### src/rtl/kd_tree_host.sv
// Host controller for the kd_tree node array: resets the tree, streams the centers into the
// root node, starts sorting and waits for completion, bounding every wait with a timeout.
module kd_tree_host #(
  parameter int unsigned CMD_W       = 5,
  parameter int unsigned DATA_W      = 24,
  parameter int unsigned NUM_CENTERS = 7,
  parameter int unsigned TIMEOUT     = 1023
) (
  input  logic                             clk,
  input  logic                             reset,
  input  logic                             start,
  input  logic                             abort,
  input  logic                             in_valid,
  input  logic [DATA_W-1:0]                in_data,
  output logic                             in_ready,
  input  logic [CMD_W-1:0]                 root_cmd_up,
  output logic [CMD_W-1:0]                 root_cmd,
  output logic [DATA_W-1:0]                root_data,
  output logic                             busy,
  output logic                             done,
  output logic                             error,
  output logic [$clog2(NUM_CENTERS+1)-1:0] loaded
);

  localparam int unsigned LoadW  = $clog2(NUM_CENTERS + 1);
  localparam int unsigned TimerW = $clog2(TIMEOUT + 1);

  localparam logic [CMD_W-1:0] CmdNop       = CMD_W'('h00);
  localparam logic [CMD_W-1:0] CmdRst       = CMD_W'('h1F);
  localparam logic [CMD_W-1:0] CmdRstDone   = CMD_W'('h1E);
  localparam logic [CMD_W-1:0] CmdFill      = CMD_W'('h01);
  localparam logic [CMD_W-1:0] CmdFillDone  = CMD_W'('h05);
  localparam logic [CMD_W-1:0] CmdStartSort = CMD_W'('h09);
  localparam logic [CMD_W-1:0] CmdValidSort = CMD_W'('h0F);

  localparam logic [LoadW-1:0]  LoadLast = LoadW'(NUM_CENTERS - 1);
  localparam logic [TimerW-1:0] TimerMax = TimerW'(TIMEOUT);

  typedef enum logic [2:0] {
    StIdle,
    StRst,
    StFill,
    StFillWait,
    StSortStart,
    StSortWait,
    StDone,
    StErr
  } state_e;

  state_e              state_q;
  logic [CMD_W-1:0]    root_cmd_q;
  logic [DATA_W-1:0]   root_data_q;
  logic                in_ready_q;
  logic                busy_q;
  logic                done_q;
  logic                error_q;
  logic [LoadW-1:0]    loaded_q;
  logic [TimerW-1:0]   timer_q;
  logic                accept;
  logic                timed_out;

  assign accept    = in_valid & in_ready_q;
  assign timed_out = (timer_q == TimerMax);

  always_ff @(posedge clk) begin
    if (reset) begin
      state_q     <= StIdle;
      root_cmd_q  <= CmdNop;
      root_data_q <= '0;
      in_ready_q  <= 1'b0;
      busy_q      <= 1'b0;
      done_q      <= 1'b0;
      error_q     <= 1'b0;
      loaded_q    <= '0;
      timer_q     <= '0;
    end else begin
      root_cmd_q <= CmdNop;
      done_q     <= 1'b0;
      // abort in IDLE also suppresses a simultaneous start
      if (abort) begin
        state_q    <= StIdle;
        in_ready_q <= 1'b0;
        busy_q     <= 1'b0;
        timer_q    <= '0;
      end else begin
        unique case (state_q)
          StIdle: begin
            if (start) begin
              state_q    <= StRst;
              root_cmd_q <= CmdRst;
              busy_q     <= 1'b1;
              error_q    <= 1'b0;
              loaded_q   <= '0;
              timer_q    <= '0;
            end
          end
          StRst: begin
            if (timed_out) begin
              state_q <= StErr;
              error_q <= 1'b1;
              timer_q <= '0;
            end else if (root_cmd_up == CmdRstDone) begin
              state_q    <= StFill;
              in_ready_q <= 1'b1;
              timer_q    <= '0;
            end else begin
              root_cmd_q <= CmdRst;
              timer_q    <= timer_q + 1'b1;
            end
          end
          StFill: begin
            // fill_done can only be premature here: the last accept leaves FILL
            if (root_cmd_up == CmdFillDone) begin
              state_q    <= StErr;
              error_q    <= 1'b1;
              in_ready_q <= 1'b0;
              timer_q    <= '0;
            end else if (accept) begin
              root_cmd_q  <= CmdFill;
              root_data_q <= in_data;
              loaded_q    <= loaded_q + 1'b1;
              timer_q     <= '0;
              if (loaded_q == LoadLast) begin
                state_q    <= StFillWait;
                in_ready_q <= 1'b0;
              end
            end else if (timed_out) begin
              state_q    <= StErr;
              error_q    <= 1'b1;
              in_ready_q <= 1'b0;
              timer_q    <= '0;
            end else begin
              timer_q <= timer_q + 1'b1;
            end
          end
          StFillWait: begin
            if (timed_out) begin
              state_q <= StErr;
              error_q <= 1'b1;
              timer_q <= '0;
            end else if (root_cmd_up == CmdFillDone) begin
              state_q     <= StSortStart;
              root_cmd_q  <= CmdStartSort;
              root_data_q <= '0;
              timer_q     <= '0;
            end else begin
              timer_q <= timer_q + 1'b1;
            end
          end
          StSortStart: begin
            state_q <= StSortWait;
            timer_q <= '0;
          end
          StSortWait: begin
            if (timed_out) begin
              state_q <= StErr;
              error_q <= 1'b1;
              timer_q <= '0;
            end else if (root_cmd_up == CmdValidSort) begin
              state_q <= StDone;
              done_q  <= 1'b1;
              timer_q <= '0;
            end else begin
              timer_q <= timer_q + 1'b1;
            end
          end
          StDone, StErr: begin
            state_q <= StIdle;
            busy_q  <= 1'b0;
            timer_q <= '0;
          end
          default: begin
            state_q    <= StIdle;
            in_ready_q <= 1'b0;
            busy_q     <= 1'b0;
            timer_q    <= '0;
          end
        endcase
      end
    end
  end

  assign root_cmd  = root_cmd_q;
  assign root_data = root_data_q;
  assign in_ready  = in_ready_q;
  assign busy      = busy_q;
  assign done      = done_q;
  assign error     = error_q;
  assign loaded    = loaded_q;

endmodule

### config.mk
export PLATFORM = sky130hd
export DESIGN_NAME = kd_tree_host
export DESIGN_NICKNAME = d
export VERILOG_FILES = /design/src/rtl/kd_tree_host.sv
export SDC_FILE = /design/constraint.sdc
export NUM_CORES = 1
export LEC_CHECK = 0
export ABC_CLOCK_PERIOD_IN_PS = 3920
export BUFFER_PORTS_ARGS = -buffer_cell sky130_fd_sc_hd__buf_2
export CAP_MARGIN = 10
export CORE_AREA = 2 2 54 93
export CTS_BUF_LIST = sky130_fd_sc_hd__clkbuf_4 sky130_fd_sc_hd__clkbuf_8
export CTS_CLUSTER_SIZE = 28
export DETAILED_ROUTE_END_ITERATION = 7
export DIE_AREA = 0 0 56 95
export PLACE_DENSITY = 0.83
export SLEW_MARGIN = 40
export SYNTH_ARGS = -nofsm -noshare
export SYNTH_HDL_FRONTEND = slang
export SYNTH_SLANG_ARGS = --single-unit
### constraint.sdc
create_clock -name clk -period 3.92 [get_ports clk]
set_input_delay 0.196 -clock clk [delete_from_list [all_inputs] [get_ports clk]]
set_output_delay 0.196 -clock clk [all_outputs]
set_load 0.1 [all_outputs]
==> metrics.md, run 1 <==
| Metric | Value |
|---|---|
| Endpoints failing setup | `0` |
| Starting Density | `0.4740` |
| Clk sink count | `47` |
| Cell accounting for the most synthesized area | `dfxtp_1` |
| Worst Skew | `3.297 ps` |
| Setup Fix Bufs, Post-CTS | `0` |
| Multi-input combinational cell area | `0.001140 mm2` |
| Routed Wire Length | `5290 um` |
| Most used cell, CP | `and2b_1` |
| Netlist cell types | `55` |
| Flops & latches, synth | `47` |
| Seq/Total Area, Yosys | `0.4292` |
| Largest stage delay on the critical path | `770 ps` |
| Post-DR vias/cell | `5.881` |
| Cell row count | `33` |
| Cells after Synth | `229` |
| Dominant cells by area after synthesis | `dfxtp_1, a22o_1, nor2_1, nand2_1, a21oi_1` |
| Initial DRC count | `118` |
| DRT antenna net count | `0` |
| Worst setup EP type | `register` |
| CTS root buf | `clkbuf_8` |
| Reg area | `940.9 um2` |
| Hold_ws | `102.6 ps` |
| Final min period | `2168 ps` |
| Total core area | `0.004624 mm2` |
| Critical path depth | `5` |
| DIE WIDTH | `56 um` |
| Hold WC Path Type | `primary input to register` |
| Final WS setup | `1752 ps` |
| Yosys warns | `0` |
| Max stage delay cell, worst path | `dfxtp_1` |
| Worst VDD drop | `0.2978 mV` |
| # hold bufs at CTS | `0` |
| Placer Congestion | `0.8981` |
| Count of buffer and inverter cells on the critical path | `0` |
| Pleak | `1.165 nW` |
| Design Area, Final | `0.002650 mm2` |
| Worst Max-Slew Pin Slew | `686.9 ps` |
| Crit path max fanout | `24` |
| Share of cells above drive strength 1 | `0.3242` |
| Gr usage total | `0.2041` |
| Port bufs | `69` |
| CTS clk-pin slew, worst paths | `90 ps` |
| Worst hold path depth | `2` |
| Status | `complete, no violations` |
| CP cell instances | `and2b_1, and2b_1, a21oi_2, a21oi_4, a22o_1` |
| RSZ-0062 raised after global routing | `no` |
| Critical Path RT | `4170 ps` |
| Netlist Area Pre-Place | `0.002192 mm2` |
| Syn_area_per_cell | `9.572 um2` |
| CP top delay family | `compound AO/OA/AOI/OAI gates` |
| Fin Setup TNS | `0 ps` |
| Largest net degree at the start of global routing | `26` |
| Total Power | `1.001 mW` |
| Dpl ws | `1601 ps` |
| Via count | `2029` |
| Clk buf depth | `2` |
| Post-CTS sizing | `0` |
| Worst R2R Path Depth | `5` |
| Fill cells | `413` |
| Grt total ovfl | `0` |
| Arrival time worst endpoint | `2410 ps` |
| Max Cap Viol | `0` |
| Final period utilization | `0.5530` |
| Area Overhead vs Synth | `20.89%` |
| Top Ports | `70` |
| Ant. Diodes | `0` |
| Pre-antenna DRT Iters | `4` |
| Clk Latency, worst-skew pair | `300 ps` |
| Max_slew headroom | `0.5415` |
| CP Launch Type | `register` |
| Vias in the first global route | `1951` |
| Cell Area, Placed | `0.002512 mm2` |
| Synthesized Nets | `266` |
| Yosys top cell area share | `0.4292` |
| Main synth FF type | `dfxtp_1` |
| CTS H-tree lvls | `2` |
| Hold Vio Cnt, Final | `0` |
| CTS tree | `yes` |
| Initial antenna violation count | `0` |
| Die area | `0.005320 mm2` |
| CTS Buf Count | `5` |
| # DRC | `0` |
| Global-route wire length before repair | `8756 um` |
| Pwr dens | `377.8 mW/mm2` |
| Drt wl/cell | `15.33 um` |
| Pins Over Slew Limit | `0` |
| Post-synth EDFFs | `0` |
| Height of the die | `95 um` |
| Final #Nets | `329` |
| Max Fclk | `461.3 MHz` |
| DP HPWL | `4082 um` |
| Asr flop ratio synth | `0` |
| Crit Path Class | `register to register` |
## sequential cells by signal, summed over array words and instances (netlist names)
name       flops
busy           1
done           1
error          1
in_ready       1
loaded         3
root_cmd       3
root_data     24
state_q        3
timer_q       10
## synthesized netlist by cell type, drive strengths merged, types with 2 or more instances
master   n
a21oi   14
nand3    6
o21ai    4
nand3b   3
or3b     3
and2     2
a22o    26
a21bo    2
nor2    20
nand2b   4
mux2i    3
o31ai    2
a31oi    8
a211oi   4
a21o     3
a31o     2
o211ai   2
ha       3
o21bai   2
dfxtp   47
or3      6
clkbuf   2
nand4    3
buf     11
inv      6
nand2   18
and2b    4
nor3     4
## worst register-to-register path, delay by kind of cell, from the launching register on
family,cells,cell delay [ps]
AO/OA/AOI/OAI,3,860
flip-flops,1,770
AND/OR/NAND/NOR,2,490
## layout make-up
cell class	count	share of cell area
clock inverter	2	0.02266
sequential	47	0.3551
clock buffer	6	0.02880
tap	52	0.02455
multi-input combinational	163	0.4301
inverter	6	0.008499
timing repair buffer	69	0.1303
## metrics by stage
step,std cells,util
2_1_floorplan,229,-
3_3_place_gp,337,0.5417
3_5_place_dp,337,0.5433
4_1_cts,345,0.5728
5_1_grt,345,0.5731
6_report,345,0.5731
## final timing paths
| path | startpoint | end | slack (ps) |
|---|---|---|---|
| hold / removal | in_data[1] | root_data[1]$_SDFFE_PP0P_ | 100 |
| hold reg to reg | root_data[0]$_SDFFE_PP0P_ | root_data[0]$_SDFFE_PP0P_ | 480 |
| setup / recovery | state_q[1]$_SDFFE_PP0P_ | root_data[16]$_SDFFE_PP0P_ | 1750 |
| setup reg to reg | state_q[1]$_SDFFE_PP0P_ | root_data[16]$_SDFFE_PP0P_ | 1750 |
## cell usage in the layout (no fill, tap or decap), types with 4 or more instances in the layout
cell type and instances:
buf_2 69, dfxtp_1 47, a22o_1 26, nor2_1 19, nand2_1 18, a21oi_1 12, a31oi_1 8, inv_1 6
or3_1 6, nand3_1 5, clkbuf_8 5, and2b_1 4, nand2b_1 4, o21ai_0 4
## per-layer routing
metal  up-vias  global-route usage  part of all wire
li1        967                   -                 -
met1       947              0.2024              0.37
met2        95              0.3922              0.53
met3        20             0.03699             0.064
met4         0              0.1091             0.033
met5         -                   0                 0
## kinds of logic (layout without fill, tap and decap cells)
logic type,after synthesis,in the layout,synth area share
AOI/OAI and AO/OA,78,78,0.2825
adders and majority gates,3,3,0.01713
buffers and inverters,19,83,0.05479
DFF,47,47,0.4292
muxes,3,3,0.01370
and+or+nand+nor,79,79,0.2026
## report_power, final
part | switching (mW) | internal [mW] | leakage, nW
registers | 0.00408 | 0.480 | 0.379
clock network | 0.165 | 0.262 | 0.0688
logic | 0.0613 | 0.0292 | 0.717
total | 0.230 | 0.771 | 1.17
No activity file was read; power rests on OpenSTA's default activity.
==> run 2: changes to the inputs <==
- ABC_CLOCK_PERIOD_IN_PS: 3920 -> 2000
- clock period: 3.92 -> 2 ns (I/O delays scaled with it)
==> run 2 against run 1 <==
  * Critical path depth is 1 higher
  * Hold slack worse by 100 ps
  * Non-clock buffer count is 11 higher
  * Fmax is 16% higher
  * Total power is 73% higher
  * Setup slack worse by 1600 ps
  * Final cell count is 3.2% higher
  * Count of clock-buffer cells in the layout stayed put
  * Final area is 2.4% higher
  * Wire length is 1.6% lower
  * Largest cell class unchanged
  * Largest power group unchanged
==> metrics.md, run 2 (synthesis results as in run 1) <==
| Metric | Value |
|---|---|
| Most frequent cells in the layout | `buf_2, dfxtp_1, a22o_1` |
| Max_slew headroom | `0.6596 (+0.1181)` |
| Post-DR vias/cell | `5.840 (-0.70%)` |
| Final #Nets | `340 (+3.3%)` |
| Total core area | `0.004624 mm2 (unchanged)` |
| Via count | `2079 (+2.5%)` |
| Worst Max-Slew Pin Slew | `509.9 ps (-177.0 ps)` |
| Max Fclk | `533.4 MHz (+16%)` |
| Top Ports | `70 (unchanged)` |
| Clk sink count | `47 (unchanged)` |
| Largest stage delay on the critical path | `530 ps (-240 ps)` |
| Grt total ovfl | `0 (unchanged)` |
| Dpl ws | `156.0 ps (-1445 ps)` |
| Final period utilization | `0.9374 (+0.3843)` |
| Clk Latency, worst-skew pair | `300 ps (about the same)` |
| Largest net degree at the start of global routing | `26 (unchanged)` |
| # DRC | `0 (unchanged)` |
| Crit path max fanout | `10 (-58%)` |
| Cell row count | `33 (unchanged)` |
| Fill cells | `417 (+0.97%)` |
| CTS tree | `yes` |
| Vias in the first global route | `2036 (+4.4%)` |
| Clk buf depth | `2 (unchanged)` |
| # hold bufs at CTS | `0 (unchanged)` |
| Pwr dens | `638.3 mW/mm2 (+69%)` |
| CTS Buf Count | `5 (unchanged)` |
| Pins Over Slew Limit | `0 (unchanged)` |
| Global-route wire length before repair | `8894 um (+1.6%)` |
| CTS H-tree lvls | `2 (unchanged)` |
| CP cell instances | `ha_1, nand3_2, or3_1, nand2_1, nor2_2, a22o_1` |
| Initial antenna violation count | `0 (unchanged)` |
| Final min period | `1875 ps (-293.2 ps)` |
| Max Cap Viol | `0 (unchanged)` |
| Critical Path RT | `2200 ps (-1970 ps)` |
| Max stage delay cell, worst path | `or3_1` |
| Routed Wire Length | `5208 um (-1.6%)` |
| Initial DRC count | `144 (+22%)` |
| Arrival time worst endpoint | `2070 ps (-340 ps)` |
| Endpoints failing setup | `0 (unchanged)` |
| Worst setup EP type | `register` |
| Share of cells above drive strength 1 | `0.3487 (+0.02445)` |
| Gr usage total | `0.2094 (+0.005338)` |
| Final WS setup | `125.3 ps (-1627 ps)` |
| Most common cell after layout, fill and taps aside | `buf_2` |
| Starting Density | `0.4740 (unchanged)` |
| Fin Setup TNS | `0 ps (unchanged)` |
| Ant. Diodes | `0 (unchanged)` |
| Drt wl/cell | `14.63 um (-4.6%)` |
| Pleak | `1.206 nW (+3.5%)` |
| Crit Path Class | `register to register` |
| RSZ-0062 raised after global routing | `no` |
| CTS root buf | `clkbuf_8` |
| CTS clk-pin slew, worst paths | `90 ps (about the same)` |
| Design Area, Final | `0.002713 mm2 (+2.4%)` |
| Total Power | `1.732 mW (+73%)` |
| CP Launch Type | `register` |
| Worst Skew | `5.358 ps (+2.061 ps)` |
| Max reg flops | `24 (unchanged)` |
| Die area | `0.005320 mm2 (unchanged)` |
| Height of the die | `95 um (unchanged)` |
| DP HPWL | `3997 um (-2.1%)` |
| DRT antenna net count | `0 (unchanged)` |
| Placer Congestion | `0.9689 (+7.9%)` |
| Post-CTS sizing | `0 (unchanged)` |
| DIE WIDTH | `56 um (unchanged)` |
| Worst VDD drop | `0.4502 mV (+51%)` |
| Status | `complete, no violations` |
| Setup Fix Bufs, Post-CTS | `0 (unchanged)` |
| Area Overhead vs Synth | `23.74%` |
| Hold Vio Cnt, Final | `0 (unchanged)` |
| Cell Area, Placed | `0.002614 mm2 (+4.0%)` |
| Port bufs | `69 (unchanged)` |
| Pre-antenna DRT Iters | `4 (unchanged)` |
| Hold WC Path Type | `primary input to register` |
## run 2: per-stage QoR
stage          cells  hold WS [ps]  utilization
2_1_floorplan    229         172.4            -
3_3_place_gp     348         311.0       0.5652
3_5_place_dp     348         313.7       0.5652
4_1_cts          356         5.654       0.5866
5_1_grt          356         1.338       0.5866
6_report         356         2.675       0.5866
## run 2: metal layers
| metal | track usage | share of wire |
|---|---|---|
| met3 | 0.04795 | 0.080 |
| met2 | 0.3843 | 0.52 |
| met4 | 0.1290 | 0.045 |
| met5 | 0 | 0 |
| met1 | 0.2099 | 0.35 |
## run 2: final cells by class
type	count	area (um2)	share of cell area
sequential	47	942.2	0.3473
tap	52	65.06	0.02399
inverter	6	22.52	0.008303
timing repair buffer	80	452.9	0.1670
multi-input combinational	163	1131	0.4170
clock buffer	6	82.58	0.03044
clock inverter	2	16.27	0.005996
## run 2: path summary, 6_finish.rpt
| check | depth (start not counted) | endpoint | slack, ps | start |
|---|---|---|---|---|
| hold / removal | 2 | root_data[13]$_SDFFE_PP0P_ | 3 | in_data[13] |
| setup / recovery | 6 | timer_q[1]$_SDFFE_PP0N_ | 130 | timer_q[0]$_SDFFE_PP0N_ |
| setup reg to reg | 6 | timer_q[1]$_SDFFE_PP0N_ | 130 | timer_q[0]$_SDFFE_PP0N_ |
| hold reg to reg | 1 | root_data[4]$_SDFFE_PP0P_ | 480 | root_data[4]$_SDFFE_PP0P_ |
## run 2: worst max-delay path, delay by kind of cell, from the launching register on
family                   cells  cell delay, ps
AND/OR/NAND/NOR              4             940
flip-flops                   1             380
adder cells (fa/ha/maj)      1             220
AO/OA/AOI/OAI                1             240
## run 2: report_power, final
part / switching, mW / internal, mW / leakage (nW)
clock: 0.317 / 0.282 / 0.0474
sequential: 0.00690 / 0.941 / 0.380
combinational: 0.121 / 0.0637 / 0.779
